--- src/rtl/pcont_perfcnt_pkg.sv ---
// Purpose: shared constants and the CTRL field record for the perf-counter bank.
// Latency: n/a (declarations only).
// Backpressure: n/a.
package pcont_perfcnt_pkg;

    // CTRL register bit positions
    localparam int CTRL_EN_BIT   = 0;
    localparam int CTRL_HOLD_BIT = 1;
    localparam int CTRL_IRQ_BIT  = 2;
    localparam int CTRL_OVF_BIT  = 3;
    localparam int CTRL_SEL_LSB  = 8;

    // GLOBAL register bit positions
    localparam int GLB_GEN_BIT  = 0;
    localparam int GLB_SNAP_BIT = 1;
    localparam int GLB_CLR_BIT  = 2;
    localparam int GLB_NCNT_LSB = 16;

    // Per-counter register offsets inside one stride
    localparam int OFS_CTRL   = 0;
    localparam int OFS_COUNT  = 1;
    localparam int OFS_SHADOW = 2;
    localparam int REG_STRIDE = 3;

    // Event select storage is sized for the largest legal NUM_EVT (256);
    // each slice masks it down to its real SEL_W on write.
    localparam int MAX_SEL_W = 8;

    typedef struct packed {
        logic [MAX_SEL_W-1:0] evt_sel;
        logic                 ovf;
        logic                 irq_en;
        logic                 hold_mask;
        logic                 en;
    } ctrl_t;

    // CTRL read-back word; unused bits read as zero.
    function automatic logic [31:0] ctrl_word(ctrl_t c);
        return {16'h0000, c.evt_sel, 4'h0, c.ovf, c.irq_en, c.hold_mask, c.en};
    endfunction

endpackage

--- src/rtl/pcont_perfcnt_if.sv ---
// Purpose: CSR word-access bus between a host and the perf-counter bank.
// Latency: read data returned one cycle after CSR_RE; writes take effect at the strobe edge.
// Backpressure: none; the slave accepts every strobe.
interface pcont_perfcnt_if #(
    parameter int ADDR_W = 4
) ();
    logic              CSR_WE;
    logic              CSR_RE;
    logic [ADDR_W-1:0] CSR_ADDR;
    logic [31:0]       CSR_WDATA;
    logic [31:0]       CSR_RDATA;
    logic              CSR_RVAL;

    modport master (
        output CSR_WE, CSR_RE, CSR_ADDR, CSR_WDATA,
        input  CSR_RDATA, CSR_RVAL
    );

    modport slave (
        input  CSR_WE, CSR_RE, CSR_ADDR, CSR_WDATA,
        output CSR_RDATA, CSR_RVAL
    );
endinterface

--- src/rtl/pcont_perfcnt_slice.sv ---
// Purpose: one performance counter with its CTRL fields, sticky OVF and SHADOW.
// Latency: increment, write, clear and snapshot all land at the end of the cycle they occur in.
// Backpressure: none.
// Ports: SYSCLK/RESET_D1_R clock and sync reset; gen/evt/rhold count qualifiers;
//        ctrl_we/cnt_we/snap/clr_all/wdata from the top decode; *_rd read-back words; irq_src = OVF & IRQ_EN.
module pcont_perfcnt_slice
    import pcont_perfcnt_pkg::*;
#(
    parameter int CNT_W   = 32,
    parameter int NUM_EVT = 8,
    parameter int SEL_W   = 3
) (
    input  logic               SYSCLK,
    input  logic               RESET_D1_R,
    input  logic               gen,
    input  logic               rhold,
    input  logic [NUM_EVT-1:0] evt,
    input  logic               ctrl_we,
    input  logic               cnt_we,
    input  logic               snap,
    input  logic               clr_all,
    input  logic [31:0]        wdata,
    output logic [31:0]        ctrl_rd,
    output logic [31:0]        cnt_rd,
    output logic [31:0]        shadow_rd,
    output logic               irq_src
);

    localparam logic [MAX_SEL_W-1:0] SEL_MASK = MAX_SEL_W'((1 << SEL_W) - 1);

    ctrl_t            ctrl;
    logic [CNT_W-1:0] cnt;
    logic [CNT_W-1:0] shadow;
    logic             evt_hit;
    logic             inc;
    logic             wrap;
    logic             unused_wdata;

    assign unused_wdata = ^wdata;

    // Select by compare rather than by index so a select value at or above
    // NUM_EVT simply matches no line and the counter never moves.
    always_comb begin
        evt_hit = 1'b0;
        for (int k = 0; k < NUM_EVT; k++) begin
            if (ctrl.evt_sel == MAX_SEL_W'(k)) begin
                evt_hit = evt[k];
            end
        end
    end

    assign inc  = gen & ctrl.en & evt_hit & ~(ctrl.hold_mask & rhold);
    assign wrap = inc & (&cnt);

    always_ff @(posedge SYSCLK) begin
        if (RESET_D1_R) begin
            ctrl   <= '0;
            cnt    <= '0;
            shadow <= '0;
        end else begin
            if (ctrl_we) begin
                ctrl.en        <= wdata[CTRL_EN_BIT];
                ctrl.hold_mask <= wdata[CTRL_HOLD_BIT];
                ctrl.irq_en    <= wdata[CTRL_IRQ_BIT];
                ctrl.evt_sel   <= wdata[CTRL_SEL_LSB +: MAX_SEL_W] & SEL_MASK;
            end

            // Clear beats everything; a wrap that a COUNT write overrides never
            // happened; a real wrap beats a same-cycle W1C.
            if (clr_all) begin
                ctrl.ovf <= 1'b0;
            end else if (wrap && !cnt_we) begin
                ctrl.ovf <= 1'b1;
            end else if (ctrl_we && wdata[CTRL_OVF_BIT]) begin
                ctrl.ovf <= 1'b0;
            end

            if (clr_all) begin
                cnt <= '0;
            end else if (cnt_we) begin
                cnt <= wdata[CNT_W-1:0];
            end else if (inc) begin
                cnt <= cnt + CNT_W'(1);
            end

            // Captures the pre-edge value, so same-cycle clear/write/increment is excluded.
            if (snap) begin
                shadow <= cnt;
            end
        end
    end

    assign ctrl_rd   = ctrl_word(ctrl);
    assign cnt_rd    = 32'(cnt);
    assign shadow_rd = 32'(shadow);
    assign irq_src   = ctrl.ovf & ctrl.irq_en;

endmodule

--- src/rtl/pcont_perfcnt.sv ---
// Purpose: bank of NUM_CNT programmable event counters with CSR access, snapshot, clear and IRQ.
// Latency: CSR read data one cycle after CSR_RE; PERF_IRQ one cycle after OVF&IRQ_EN changes.
// Backpressure: none; every CSR strobe is accepted in the cycle it is presented.
// Ports: SYSCLK clock; RESET_D1_R sync active-high reset; EVT_R event pulses; RHOLD pipeline hold;
//        csr CSR slave bus; PERF_IRQ registered OR of per-counter OVF&IRQ_EN.
module pcont_perfcnt
    import pcont_perfcnt_pkg::*;
#(
    parameter  int NUM_CNT = 4,
    parameter  int CNT_W   = 32,
    parameter  int NUM_EVT = 8,
    localparam int SEL_W   = $clog2(NUM_EVT),
    localparam int ADDR_W  = $clog2(3 * NUM_CNT + 1)
) (
    input  logic               SYSCLK,
    input  logic               RESET_D1_R,
    input  logic [NUM_EVT-1:0] EVT_R,
    input  logic               RHOLD,
    pcont_perfcnt_if.slave     csr,
    output logic               PERF_IRQ
);

    localparam logic [ADDR_W-1:0] GLB_ADDR = ADDR_W'(REG_STRIDE * NUM_CNT);

    logic               gen;
    logic               glb_we;
    logic               snap;
    logic               clr_all;
    logic [NUM_CNT-1:0] ctrl_we;
    logic [NUM_CNT-1:0] cnt_we;
    logic [NUM_CNT-1:0] irq_src;
    logic [31:0]        ctrl_rd   [NUM_CNT];
    logic [31:0]        cnt_rd    [NUM_CNT];
    logic [31:0]        shadow_rd [NUM_CNT];
    logic [31:0]        rd_mux;

    assign glb_we  = csr.CSR_WE && (csr.CSR_ADDR == GLB_ADDR);
    assign snap    = glb_we && csr.CSR_WDATA[GLB_SNAP_BIT];
    assign clr_all = glb_we && csr.CSR_WDATA[GLB_CLR_BIT];

    for (genvar g = 0; g < NUM_CNT; g++) begin : g_cnt
        assign ctrl_we[g] = csr.CSR_WE && (csr.CSR_ADDR == ADDR_W'(REG_STRIDE * g + OFS_CTRL));
        assign cnt_we[g]  = csr.CSR_WE && (csr.CSR_ADDR == ADDR_W'(REG_STRIDE * g + OFS_COUNT));

        pcont_perfcnt_slice #(
            .CNT_W   (CNT_W),
            .NUM_EVT (NUM_EVT),
            .SEL_W   (SEL_W)
        ) u_slice (
            .SYSCLK     (SYSCLK),
            .RESET_D1_R (RESET_D1_R),
            .gen        (gen),
            .rhold      (RHOLD),
            .evt        (EVT_R),
            .ctrl_we    (ctrl_we[g]),
            .cnt_we     (cnt_we[g]),
            .snap       (snap),
            .clr_all    (clr_all),
            .wdata      (csr.CSR_WDATA),
            .ctrl_rd    (ctrl_rd[g]),
            .cnt_rd     (cnt_rd[g]),
            .shadow_rd  (shadow_rd[g]),
            .irq_src    (irq_src[g])
        );
    end

    // Unmatched addresses fall through to zero.
    always_comb begin
        rd_mux = 32'h0;
        for (int i = 0; i < NUM_CNT; i++) begin
            if (csr.CSR_ADDR == ADDR_W'(REG_STRIDE * i + OFS_CTRL))   rd_mux = ctrl_rd[i];
            if (csr.CSR_ADDR == ADDR_W'(REG_STRIDE * i + OFS_COUNT))  rd_mux = cnt_rd[i];
            if (csr.CSR_ADDR == ADDR_W'(REG_STRIDE * i + OFS_SHADOW)) rd_mux = shadow_rd[i];
        end
        if (csr.CSR_ADDR == GLB_ADDR) begin
            rd_mux[GLB_GEN_BIT]         = gen;
            rd_mux[GLB_NCNT_LSB +: 16]  = 16'(NUM_CNT);
        end
    end

    always_ff @(posedge SYSCLK) begin
        if (RESET_D1_R) begin
            gen           <= 1'b0;
            csr.CSR_RDATA <= 32'h0;
            csr.CSR_RVAL  <= 1'b0;
            PERF_IRQ      <= 1'b0;
        end else begin
            if (glb_we) begin
                gen <= csr.CSR_WDATA[GLB_GEN_BIT];
            end
            csr.CSR_RVAL <= csr.CSR_RE;
            // Sampled from pre-edge state, so a same-cycle write is not visible.
            if (csr.CSR_RE) begin
                csr.CSR_RDATA <= rd_mux;
            end
            PERF_IRQ <= |irq_src;
        end
    end

endmodule
--- src/flat_wrapper.sv ---
// flat-port wrapper written by rule: the top's interface ports become plain ports
module pcont_perfcnt_flat import pcont_perfcnt_pkg::*;
#(
    parameter  int NUM_CNT = 4,
    parameter  int CNT_W   = 32,
    parameter  int NUM_EVT = 8,
    localparam int SEL_W   = $clog2(NUM_EVT),
    localparam int ADDR_W  = $clog2(3 * NUM_CNT + 1)
)
  (SYSCLK, RESET_D1_R, EVT_R, RHOLD, PERF_IRQ, csr_CSR_WE, csr_CSR_RE, csr_CSR_ADDR, csr_CSR_WDATA, csr_CSR_RDATA, csr_CSR_RVAL);
  pcont_perfcnt_if csr_i ();
  input  logic SYSCLK;
  input  logic RESET_D1_R;
  input  logic [NUM_EVT-1:0] EVT_R;
  input  logic RHOLD;
  output logic PERF_IRQ;
  input wire logic [$bits(csr_i.CSR_WE)-1:0] csr_CSR_WE;
  input wire logic [$bits(csr_i.CSR_RE)-1:0] csr_CSR_RE;
  input wire logic [$bits(csr_i.CSR_ADDR)-1:0] csr_CSR_ADDR;
  input wire logic [$bits(csr_i.CSR_WDATA)-1:0] csr_CSR_WDATA;
  output wire logic [$bits(csr_i.CSR_RDATA)-1:0] csr_CSR_RDATA;
  output wire logic [$bits(csr_i.CSR_RVAL)-1:0] csr_CSR_RVAL;
  assign csr_i.CSR_WE = csr_CSR_WE;
  assign csr_i.CSR_RE = csr_CSR_RE;
  assign csr_i.CSR_ADDR = csr_CSR_ADDR;
  assign csr_i.CSR_WDATA = csr_CSR_WDATA;
  assign csr_CSR_RDATA = csr_i.CSR_RDATA;
  assign csr_CSR_RVAL = csr_i.CSR_RVAL;
  pcont_perfcnt #(.NUM_CNT(NUM_CNT), .CNT_W(CNT_W), .NUM_EVT(NUM_EVT)) u_core (.SYSCLK(SYSCLK), .RESET_D1_R(RESET_D1_R), .EVT_R(EVT_R), .RHOLD(RHOLD), .csr(csr_i), .PERF_IRQ(PERF_IRQ));
endmodule
--- config.mk ---
export PLATFORM = sky130hd
export DESIGN_NAME = pcont_perfcnt_flat
export DESIGN_NICKNAME = d
export VERILOG_FILES = /design/src/rtl/pcont_perfcnt_pkg.sv /design/src/rtl/pcont_perfcnt_if.sv /design/src/rtl/pcont_perfcnt_slice.sv /design/src/rtl/pcont_perfcnt.sv /design/src/flat_wrapper.sv
export SDC_FILE = /design/constraint.sdc
export NUM_CORES = 1
export LEC_CHECK = 0
export ABC_AREA = 1
export BUFFER_PORTS_ARGS = -buffer_cell sky130_fd_sc_hd__buf_2
export CAP_MARGIN = 20
export CORE_ASPECT_RATIO = 2
export CORE_MARGIN = 8
export CORE_UTILIZATION = 55
export DETAILED_ROUTE_END_ITERATION = 16
export GPL_ROUTABILITY_DRIVEN = 1
export GPL_TIMING_DRIVEN = 0
export PLACE_DENSITY = 0.85
export SYNTH_ARGS = -nofsm -noshare
export SYNTH_HDL_FRONTEND = slang
export SYNTH_SLANG_ARGS = --single-unit
--- constraint.sdc ---
create_clock -name SYSCLK -period 2.3 [get_ports SYSCLK]
set_input_delay 0.115 -clock SYSCLK [delete_from_list [all_inputs] [get_ports SYSCLK]]
set_output_delay 0.115 -clock SYSCLK [all_outputs]
set_load 0.03 [all_outputs]
==> out/metrics.yaml <==
critical_path:
  reg2reg_from: "u_core.g_cnt[3].u_slice.cnt_rd[2]"
  critPathCaptureType: "flop"
  start_kind: "flop"
  reg2reg_to: "u_core.g_cnt[3].u_slice.cnt_rd[25]"
  crit_type: "reg2reg"
  worstSetupEndpoint: "u_core.g_cnt[3].u_slice.cnt_rd[25]"
  startpoint: "u_core.g_cnt[3].u_slice.cnt_rd[2]"
  cp.required_ns: 2.79
  arrival_ns: 2.83
  reg2reg_slack_ns: -0.05
  crit_fanout: 6
  r2r_cells: 10
final_layout:
  register_area_mm2: 0.00640
  multi_input_area_mm2: 0.00976
  nFillCells: 2973
  final_area_mm2: 0.0201
  fin_util: 0.640
  areaGrowthSynthToFinish_pct: 14.7
  nets: 2817
  drive_gt1_frac: 0.127
  fin_cells: 3217
floorplan:
  chipWidth_um: 142
  start_util: 0.558
  rows: 92
  fp.coreArea_mm2: 0.0314
  io_pins: 83
  die_h_um: 268
  die-area_mm2: 0.0382
cts:
  path_clk_slew_ns: 0.07
  cts_max_level: 1
  cts-root-buf: "clkbuf_16"
  cts_made_buffers: 30
  cts_tree: "yes"
  clock_latency_ns: 0.63
  clock-sinks: 319
  clockBufferDepth: 3
detailed_routing:
  vias: 20800
  drc: 0
  avgRoutedWirePerCell_um: 27.9
  routed-wl-met2_um: 42100
  firstDrtPassIters: 8
  m1WireLength_um: 25900
  wirelength_um: 89800
  drt_iter0_drc: 2487
  dr_wl_met3_um: 9230
  vias_per_cell: 6.46
  ant_nets: 0
  highest_layer: "met5"
sta:
  fin_hold_ws_ns: 0.0376
  setup_viol: 3
  rsz0062_at_grt: "yes"
  tightest_slew_ns: 1.10
  max_freq_ghz: 0.426
  final_hold_viol_count: 0
  max-slew-margin-rel: 0.267
  period_needed_ns: 2.35
  worst_slack_ns: -0.0475
  fin_skew_ns: 0.0288
  timing.final.crit_share: 1.02
  drv_slew: 0
  fin_setup_tns_ns: -0.0977
grt:
  grt_max_degree: 18
  grt_pass1_wl_um: 128000
  antenna_found_initial: 6
  grt.overflow.total: 0
  grt_pass1_vias: 20000
  grtUsageTotal: 0.468
synthesis:
  avgSynthCellArea_um2: 6.70
  synthArstFlopShare: 0
  syn-instance-count: 2618
  ys_ff_latch: 319
  ys_dominant_reg_cell: "dfxtp_1"
  yosysUniqueCellTypes: 51
  synthesis.area_mm2: 0.0175
  ys_warn_count: 0
  synth_edf_count: 0
  ys_seq_area_frac: 0.364
  synthTopCellsByArea: "dfxtp_1 (36%), nand2_1 (12%), a21oi_1 (8.3%)"
  synth_top_area_cell: "dfxtp_1"
  synth_top_area_frac: 0.364
  synth_fp_nets: 2671
placement:
  dp_hpwl_um: 68400
  place_area_mm2: 0.0185
  port_buffers: 78
  dp_slack_ns: -0.610
  gp_congestion: 1.10
  dp.cells: 3119
power:
  total_power_mw: 12.3
  leakagePower_nw: 7.62
  powerDensity_mw_per_mm2: 612
  ir_worst_vdd_v: 0.000573
job:
  maxCapViolations: 0
status:
  status: "complete, but fails checks"
  violations: "negative setup slack"
hold_path:
  min-delay-path-class: "in2reg"
## critical path: stages, from the launching register on
cell and delay [ns]:
dfxtp_1 0.51, nand3_2 0.24, inv_1 0.13, nand2_1 0.23, nor2_2 0.22, nand2_1 0.20
nor2_4 0.21, nand3_1 0.12, xor2_1 0.17, a21oi_1 0.13, nor2_1 0.05
## layout make-up
cell class	count	area share
Multi-Input combinational cell	1920	0.485
Sequential cell	319	0.318
Inverter	232	0.0437
Clock buffer	35	0.0413
Timing Repair Buffer	115	0.0370
Buffer	146	0.0354
Tap cell	423	0.0263
Clock inverter	21	0.0121
Antenna cell	6	0.000747
## placed cells by master (no fill, tap or decap), drive strengths merged
| master | instances |
|---|---|
| a22oi | 5 |
| inv | 232 |
| o211ai | 12 |
| nor4 | 3 |
| a221oi | 1 |
| or2 | 12 |
| a21oi | 292 |
| o31ai | 1 |
| clkinv | 13 |
| diode | 6 |
| nand2 | 582 |
| xor2 | 90 |
| a31oi | 61 |
| nor3b | 4 |
| o221ai | 23 |
| nand3b | 2 |
| nand3 | 132 |
| buf | 181 |
| xnor2 | 10 |
| ha | 4 |
| clkinvlp | 4 |
| nor2 | 304 |
| clkbuf | 85 |
| nand4 | 59 |
| o21ai | 220 |
| bufinv | 4 |
| nor3 | 59 |
| o2111ai | 4 |
| a211oi | 6 |
| dfxtp | 319 |
| and3 | 1 |
| dlygate4sd3 | 30 |
| o22ai | 31 |
| o221a | 1 |
| nor4b | 1 |
## metal layers
layer / vias up / GRT usage
li1: 9056 / -
met4: 6 / 0.528
met5: - / 0
met1: 9437 / 0.428
met3: 709 / 0.133
met2: 1567 / 0.780
## timing repair
| item | 4_1_cts | 5_1_grt |
|---|---|---|
| endpoints found under the setup margin | 8 | 32 |
| pin swaps | 2 | 7 |
| gates cloned | 0 | 0 |
| buffers inserted | 0 | 7 |
| resized for setup | 13 | 46 |
| endpoints found under the hold margin | 68 | 0 |
| hold buffers | 30 | 0 |
## power breakdown
group / total, mW / leakage (nW) / internal [mW] / switching, mW
Clock: 5.60 / 0.526 / 3.07 / 2.53
Sequential: 5.68 / 2.58 / 5.60 / 0.0775
Combinational: 1.03 / 4.51 / 0.253 / 0.781
## worst min-delay path by stage
| stage | startpoint | to | slack (ns) | cells past startpoint |
|---|---|---|---|---|
| floorplan | csr_CSR_WDATA[11] | u_core.g_cnt[1].u_slice.cnt_rd[11] | 0.26 | 2 |
| global placement | csr_CSR_WDATA[24] | u_core.g_cnt[2].u_slice.cnt_rd[24] | 0.41 | 3 |
| detailed placement | csr_CSR_WDATA[24] | u_core.g_cnt[2].u_slice.cnt_rd[24] | 0.41 | 3 |
| CTS | csr_CSR_WDATA[0] | u_core.g_cnt[2].u_slice.cnt_rd[0] | 0.06 | 3 |
| global route | csr_CSR_WDATA[0] | u_core.g_cnt[1].u_slice.cnt_rd[0] | 0.05 | 3 |
| finish | csr_CSR_WDATA[0] | u_core.g_cnt[2].u_slice.cnt_rd[0] | 0.04 | 3 |
## state kept, by name (all words and copies together), names as in the netlist
signal and count:
u_core.g_cnt.u_slice.cnt_rd 128, u_core.g_cnt.u_slice.shadow_rd 128, u_core.csr.CSR_RDATA 32, u_core.g_cnt.u_slice.ctrl_rd 28, u_core.PERF_IRQ 1, u_core.csr.CSR_RVAL 1, u_core.gen 1
## cell families (layout without fill, tap and decap cells)
family	after synthesis	count (layout)	synth area share
AO/OA/AOI/OAI	657	657	0.204
adder cells (fa/ha/maj)	4	4	0.00285
flip-flops	319	319	0.364
buffers and inverters	379	549	0.0901
XOR/XNOR	100	100	0.0500
AND/OR/NAND/NOR	1159	1159	0.288
other	0	6	0
## synth_stat cells, types with 3 or more instances
cell type	count
a211oi_1	5
a21oi_1	292
a22oi_1	5
a31oi_1	61
buf_1	9
buf_2	76
buf_4	12
clkbuf_1	47
clkinv_1	3
dfxtp_1	319
ha_1	4
inv_1	209
inv_2	19
nand2_1	572
nand2_2	5
nand2_4	5
nand3_1	126
nand3_2	5
nand4_1	59
nor2_1	280
nor2_2	16
nor2_4	6
nor3_1	54
nor3_2	4
nor3b_1	4
o2111ai_1	4
o211ai_1	12
o21ai_0	163
o21ai_1	56
o221ai_1	23
o22ai_1	31
or2_0	3
or2_2	9
xnor2_1	10
xor2_1	90
(Power assumes the default switching activity.)
